### src/rtl/lh_digest_hex_serializer.sv
// Light-hash digest to ASCII hex byte stream: one holding register in front of a
// 64-bit shift register, most-significant nibble first, optional trailing newline.
module lh_digest_hex_serializer #(
  parameter bit UPPERCASE = 1'b0,
  parameter bit APPEND_NL = 1'b0
) (
  input  logic        clk,
  input  logic        rst_n,
  input  logic [63:0] digest_in,
  input  logic        digest_ready,
  output logic [7:0]  hex_char,
  output logic        hex_valid,
  input  logic        hex_ready,
  output logic        hex_last,
  output logic        busy,
  output logic        err_overflow
);

  localparam logic [1:0] IDLE = 2'd0;
  localparam logic [1:0] SEND = 2'd1;
  localparam logic [1:0] NL   = 2'd2;

  logic [1:0]  state;
  logic [63:0] hold;
  logic        hold_full;
  logic [63:0] sr;
  logic [4:0]  cnt;

  logic accept;
  logic xfer;
  logic capture;

  function automatic logic [7:0] to_ascii(input logic [3:0] n);
    if (n < 4'd10) return 8'h30 + {4'h0, n};
    else           return (UPPERCASE ? 8'h41 : 8'h61) + {4'h0, n} - 8'd10;
  endfunction

  assign accept  = hex_valid && hex_ready;
  assign xfer    = (state == IDLE) && hold_full;
  // A strobe may refill hold on the very edge that empties it into sr.
  assign capture = digest_ready && (!hold_full || xfer);

  // NOTE: all sequential state uses non-blocking assignments so every register
  // samples the pre-edge values of its neighbours, regardless of statement order.
  always_ff @(posedge clk or negedge rst_n) begin
    if (!rst_n) begin
      state        <= IDLE;
      cnt          <= 5'd0;
      hold_full    <= 1'b0;
      err_overflow <= 1'b0;
    end else begin
      if (capture)          hold_full <= 1'b1;
      else if (xfer)        hold_full <= 1'b0;
      if (digest_ready && !capture) err_overflow <= 1'b1;

      case (state)
        IDLE: begin
          if (xfer) begin
            state <= SEND;
            cnt   <= 5'd0;
          end
        end
        SEND: begin
          if (accept) begin
            cnt <= cnt + 5'd1;
            if (cnt == 5'd15) state <= APPEND_NL ? NL : IDLE;
          end
        end
        NL: begin
          if (accept) state <= IDLE;
        end
        default: state <= IDLE;
      endcase
    end
  end

  // NOTE: the data registers carry no reset; their contents are only observed
  // once the control path has loaded them, so resetting them buys nothing.
  always_ff @(posedge clk) begin
    if (capture) hold <= digest_in;
    if (xfer)                          sr <= hold;
    else if (state == SEND && accept)  sr <= {sr[59:0], 4'h0};
  end

  // NOTE: every signal assigned in always_comb gets a default first, so no
  // path through the case can leave it unassigned and infer a latch.
  always_comb begin
    hex_char = 8'h00;
    case (state)
      SEND:    hex_char = to_ascii(sr[63:60]);
      NL:      hex_char = 8'h0A;
      default: hex_char = 8'h00;
    endcase
  end

  assign hex_valid = (state == SEND) || (state == NL);
  assign hex_last  = ((state == SEND) && (cnt == 5'd15) && !APPEND_NL) || (state == NL);
  assign busy      = hold_full || (state != IDLE);

endmodule
### config.mk
export PLATFORM = sky130hd
export DESIGN_NAME = lh_digest_hex_serializer
export DESIGN_NICKNAME = d
export VERILOG_FILES = /design/src/rtl/lh_digest_hex_serializer.sv
export SDC_FILE = /design/constraint.sdc
export NUM_CORES = 1
export LEC_CHECK = 0
export BUFFER_PORTS_ARGS = -buffer_cell sky130_fd_sc_hd__buf_2
export CAP_MARGIN = 20
export CORE_ASPECT_RATIO = 1.2
export CORE_MARGIN = 2
export CORE_UTILIZATION = 50
export CTS_CLUSTER_SIZE = 40
export DETAILED_ROUTE_END_ITERATION = 6
export PLACE_DENSITY = 0.72
export SETUP_SLACK_MARGIN = 0.1
export SLEW_MARGIN = 20
export SYNTH_ARGS = -nofsm -noshare
export SYNTH_HDL_FRONTEND = slang
export SYNTH_SLANG_ARGS = --single-unit
### constraint.sdc
create_clock -name clk -period 5.8 [get_ports clk]
set_input_delay 0.29 -clock clk [delete_from_list [all_inputs] [get_ports clk]]
set_output_delay 0.29 -clock clk [all_outputs]
set_load 0.05 [all_outputs]
# == Word-level counts from Yosys, hierarchy flattened ==
# Cells that the tools add are included.
# totals
reg_bits,137
latchBits,0
mem_bits_rw,0
romBits,0
inputBits,68
out_inout_bits,12
word_cells,51
mem_count,0
# op_classes
add_sub_neg,4
mul,0
n_div,0
order_cmp,1
n_eq_ne,7
shifts,0
mux,14
bitwise,0
reduce_logical,19
# op_table
cell,n
$mux W64,2
$pmux W8 S2,1
$mux W5,2
$pmux W5 S2,1
$add A7 B4 Y8 const A,1
$mux W2,4
$mux W8,1
$ne A2 B2 Y1 const B,4
$reduce_bool A2 Y1,4
$sub A8 B4 Y8 const B,1
$add A6 B4 Y7 const A,1
$logic_and A1 B1 Y1,6
$pmux W2 S3,1
$add A5 B1 Y5 const B,1
$eq A5 B4 Y1 const B,1
$logic_or A1 B1 Y1,4
$lt A4 B4 Y1 const B,1
$reduce_and A4 Y1,1
$reduce_and A3 Y1,1
$eq A2 B1 Y1 const B,1
$eq A2 B2 Y1 const B,1
$logic_not A1 Y1,2
$logic_not A2 Y1,1
$mux W1,2

# == Depth between registers and ports, before layout ==
# depth
ltp_word,6
depth_mapped,5
depth_no_buf,5

# == Worst setup path before layout ==
# Ideal clock, no wire load.
# synth_timing
path_kind,flip-flop to flip-flop
startpoint,reg state[0]
endpoint,reg hold[0] (enable)
setup_time_ns,0.585
arrival_ns,5.465
required_ns,5.215
path_slack_ns,-0.249
path_stages_with_launch,3
path_buffers,1
period_less_slack_ns,6.049
cell_sequence,dfrtp_1 > buf_2 > a21boi_0
# synth_via
elab_chain_len,4
# synth_lines
element,line,rtl
start: declaration,23,logic [1:0] state;
start signal: assignment,66,if (cnt == 5'd15) state <= APPEND_NL ? NL : IDLE;
$logic_not A2 Y1,39,assign xfer = (state == IDLE) && hold_full;
$logic_and A1 B1 Y1,39,
$logic_or A1 B1 Y1,41,assign capture = digest_ready && (!hold_full || xfer);
$logic_and A1 B1 Y1,41,
net capture,31,logic capture;
end signal: assignment,80,if (capture) hold <= digest_in;
end: declaration,24,logic [63:0] hold;
# The timed path passes the listed nets, and every way through them passes these cells.
# A chain may end at the register's enable or synchronous reset.

# == Final worst setup path ==
# layout_timing
startpoint,reg state[0]
endpoint,reg sr[33] (enable)
# layout_via
elab_chain_len,5
word_cells_on_any_way,8
classes_between,2 x eq/ne; 6 x reduce/logical
# layout_lines
element,line,rtl
$eq A2 B1 Y1 or $eq A2 B2 Y1 (tied branches),"82, 96",
$logic_or A1 B1 Y1,96,assign hex_valid = (state == SEND) || (state == NL);
$logic_and A1 B1 Y1,38,assign accept = hex_valid && hex_ready;
$logic_and A1 B1 Y1,82,"else if (state == SEND && accept) sr <= {sr[59:0], 4'h0};"
$reduce_bool A2 Y1 (no line) *,--,
end signal: assignment,81,if (xfer) sr <= hold;
end signal: assignment,82,
end: declaration,26,logic [63:0] sr;
# Every way passes the cells marked *; elsewhere a longest branch is shown, timed or not.

==> summary.txt <==
Synthesis
  • Area leader, netlist: edfxtp_1
  • Area share of the largest cell type after synthesis: between 70% and 80%
  • Synth area leaders: edfxtp_1 75%, nand2_1 14%, dfrtp_1 3.9%, buf_6 1.1%, and2_1 0.73%
  • EDFF count, synth: 128
  • Number of synthesis warnings: 0
  • Top FF cell, synth: edfxtp_1
  • Synthesized flop and latch total: 136
  • Syn Area/Cell: about 13 um2
  • Synthesized cell area: 5150 um2
  • FFs w/ async S/R, synth: 5.88%
  • Synth Instances: roughly 380
  • Syn Nets: 455
  • Synth cell types: 30
  • Post-synthesis sequential area ratio: 78.4%

Power and ir drop
  • Psw: around 0.56 mW
  • Total internal power: 1.85 mW
  • Maximum VDD drop: 0.251 mV
  • Power Density: just under 400 nW/um2
  • Switching share of total power: 23.2%
  • Combinational Power Share: 9.2%
  • Share of power burned in registers: 51.0%
  • Static Leak: 2.53 nW
  • Power share of the clock group: 39.8%

STA
  • RSZ-0062 raised after global routing: no
  • Worst slew pin tran: around 830 ps
  • Setup TNS: 0 ps
  • Final worst slack: 3340 ps
  • Max Transition Viols Final: 0
  • Final setup viols: 0
  • Max Clock Skew: 5.37 ps
  • Minimum clock period: 2460 ps
  • Slew HR: 44.5%
  • Fin crit share: 42.4%
  • Final hold slack: roughly 57 ps
  • F_max: around 0.4 GHz
  • Endpoints failing hold: 0

Critical path
  • Kind of cell adding the most delay to the critical path: simple AND/OR/NAND/NOR gates
  • Setup CP Type: flip-flop to flip-flop
  • Largest stage delay on the critical path: 670 ps
  • Worst setup EP type: flip-flop
  • Worst reg2reg setup slack: 3340 ps
  • Buf/Inv on CP: 0
  • Slowest CP cell: dfrtp_1
  • CP startpoint kind: flip-flop
  • Critical Path RT: 5760 ps
  • CP Cell Sequence: nand2b_4 -> nand2_4
  • Arrival time of the worst setup path: 2420 ps
  • Start of the worst register-to-register path: state[0]
  • CP max FO: 65
  • Worst r2r path cells: 2
  • Number of cells on the critical path: 2
  • FF-to-FF End: sr[33]

CTS
  • Setup bufs post-CTS: 0
  • Number of buffers created by CTS: 17
  • Clock transition at the registers of the reported paths: 60 ps
  • CTS Root Cell: clkbuf_16
  • CTS tree: built
  • Clk sinks: 136
  • CTS H-tree depth: 4
  • CTS Buffer Depth: 2
  • CTS Hold Bufs: 1
  • Clock Latency Late Sink: 400 ps
  • Post-cts sizing count: 0

GRT
  • Grt ovf: 0
  • Initial antenna violation count: 0
  • Vias in the first global route: 2896
  • Largest net degree at the start of global routing: 66
  • Gr usage total: between 10% and 20%
  • First-pass GRT wire length: approximately 13000 um

Route
  • Routed len/inst: 12.8 um
  • DRC: 0
  • WL final: slightly below 8000 um
  • Final ANT Viol Nets: 0
  • 1st-iter DRT viols: 165
  • Routed vias/inst: around 4.8
  • DR vias: 2894
  • Pre-Repair DR Iteration Count: 4

Cells and area
  • Area of the multi-input gates: around 1000 um2
  • Layout cell share with drive strength beyond 1: 23.3%
  • Final Cell Area: 6170 um2
  • Fill cells: 774
  • Reg area: 4040 um2
  • Post-layout util: between 60% and 70%
  • Layout area overhead: 19.8%
  • ANT cells: 0
  • NumNets Final: 538

Die
  • I/O pins: 80
  • Initial core utilization: 51.5%
  • Row cnt: 40
  • Die area: 11100 um2
  • Chip width: ~97 um
  • Die H: between 100 and 150 um
  • Core footprint: 10000 um2

Hold path
  • Type of the tightest min-delay check: primary input to flip-flop
  • Hold Path Sink: hold[48]
  • Hold Path Stages: 1
  • Hold Crit Start: digest_in[48]

Placed design
  • HPWL after DPL: 4600 um
  • DP Worst Slack: between 3000 and 4000 ps
  • GP Congestion: 0.775
  • Port Buffers: 78
  • Post-DP Area: 5620 um2

Job
  • Max-Cap Viols: 0

Status
  • Status: finished clean
==> cell usage after synthesis, types with 3 or more instances <==
master    number
nand3_1        5
a21boi_0       3
nor2_1         4
buf_4          5
dfrtp_1        8
ha_1           3
inv_1          3
and2_1         6
edfxtp_1     128
buf_6          5
nand2_1      187
buf_2          6
==> through the flow <==
step,power [mW],cells
after detailed placement,1.47,573
final,2.41,606
after CTS,2.44,606
after global routing,2.52,606
after global placement,1.46,573
after floorplan,1.41,384
==> metal layers <==
layer  track usage (%)  part of all wire, %
met5                 0                    0
met1              18.3                   43
met4              7.32                  1.6
met2              25.2                   50
met3              5.35                  5.1
==> power groups by stage <==
| stage | Clock (mW) | Sequential (mW) | Combinational [mW] |
|---|---|---|---|
| 2_1_floorplan | 0 | 1.24 | 0.165 |
| 6_report | 0.960 | 1.23 | 0.222 |
| 4_1_cts | 0.978 | 1.23 | 0.227 |
| 5_1_grt | 1.03 | 1.24 | 0.254 |
| 3_3_place_gp | 0 | 1.25 | 0.218 |
| 3_5_place_dp | 0 | 1.25 | 0.224 |
==> cells by family after synthesis <==
group                    synth area share (%)
AND/OR/NAND/NOR                          16.0
flip-flops                               78.4
buffers and inverters                    2.69
AO/OA/AOI/OAI                            1.70
adder cells (fa/ha/maj)                 0.728
XOR/XNOR                                0.340
other                                  0.0727
==> how the worst max path moves through the flow <==
stage / startpoint / end
floorplan: state[0] / hold[0]
global placement: state[0] / sr[22]
detailed placement: state[0] / sr[1]
CTS: state[0] / sr[4]
global route: state[0] / sr[25]
finish: state[0] / sr[33]
==> layout by cell type (no fill, tap or decap) <==
cell	netlist	final
xnor2_1	1	1
conb_1	1	1
nand2b_4	0	1
a31o_2	1	1
o31ai_1	1	1
a21oi_1	2	2
clkinv_4	0	2
dlygate4sd3_1	0	1
xor2_1	1	1
nor3_1	1	1
clkbuf_16	0	17
bufinv_16	0	1
buf_2	6	78
nor2b_4	0	1
clkbuf_1	1	2
dfrtp_1	8	8
and2_1	6	6
nor2b_1	2	1
and3_1	1	1
nor2_1	4	4
and4b_1	1	1
o21bai_1	1	1
clkinvlp_4	0	6
clkinv_1	0	4
nand3_1	5	5
a21boi_4	0	1
ha_1	3	3
o211ai_1	1	1
or2_2	1	1
buf_4	5	2
a21boi_0	3	2
nand2_1	187	186
o22ai_1	1	1
a21o_1	1	1
nand2_4	0	1
o21ai_0	2	2
edfxtp_1	128	128
inv_1	3	3
==> registers in the layout (all words and copies together), names as in the netlist <==
register      flops
cnt               5
hold             64
state             1
hold_full         1
err_overflow      1
sr               64
==> worst register-to-register path: stages (launching register included) <==
cell and delay, ps:
dfrtp_1 670, nand2b_4 660, nand2_4 660
==> final cells by class <==
cell class	instances	area share (%)
clock buffers	19	7.01
multi-input cells	228	16.3
repair buffers	81	6.73
inverters	3	0.182
flip-flops and latches	136	65.5
well taps	126	2.55
clock inverters	13	1.74
Power figures use the tool's default switching activity.
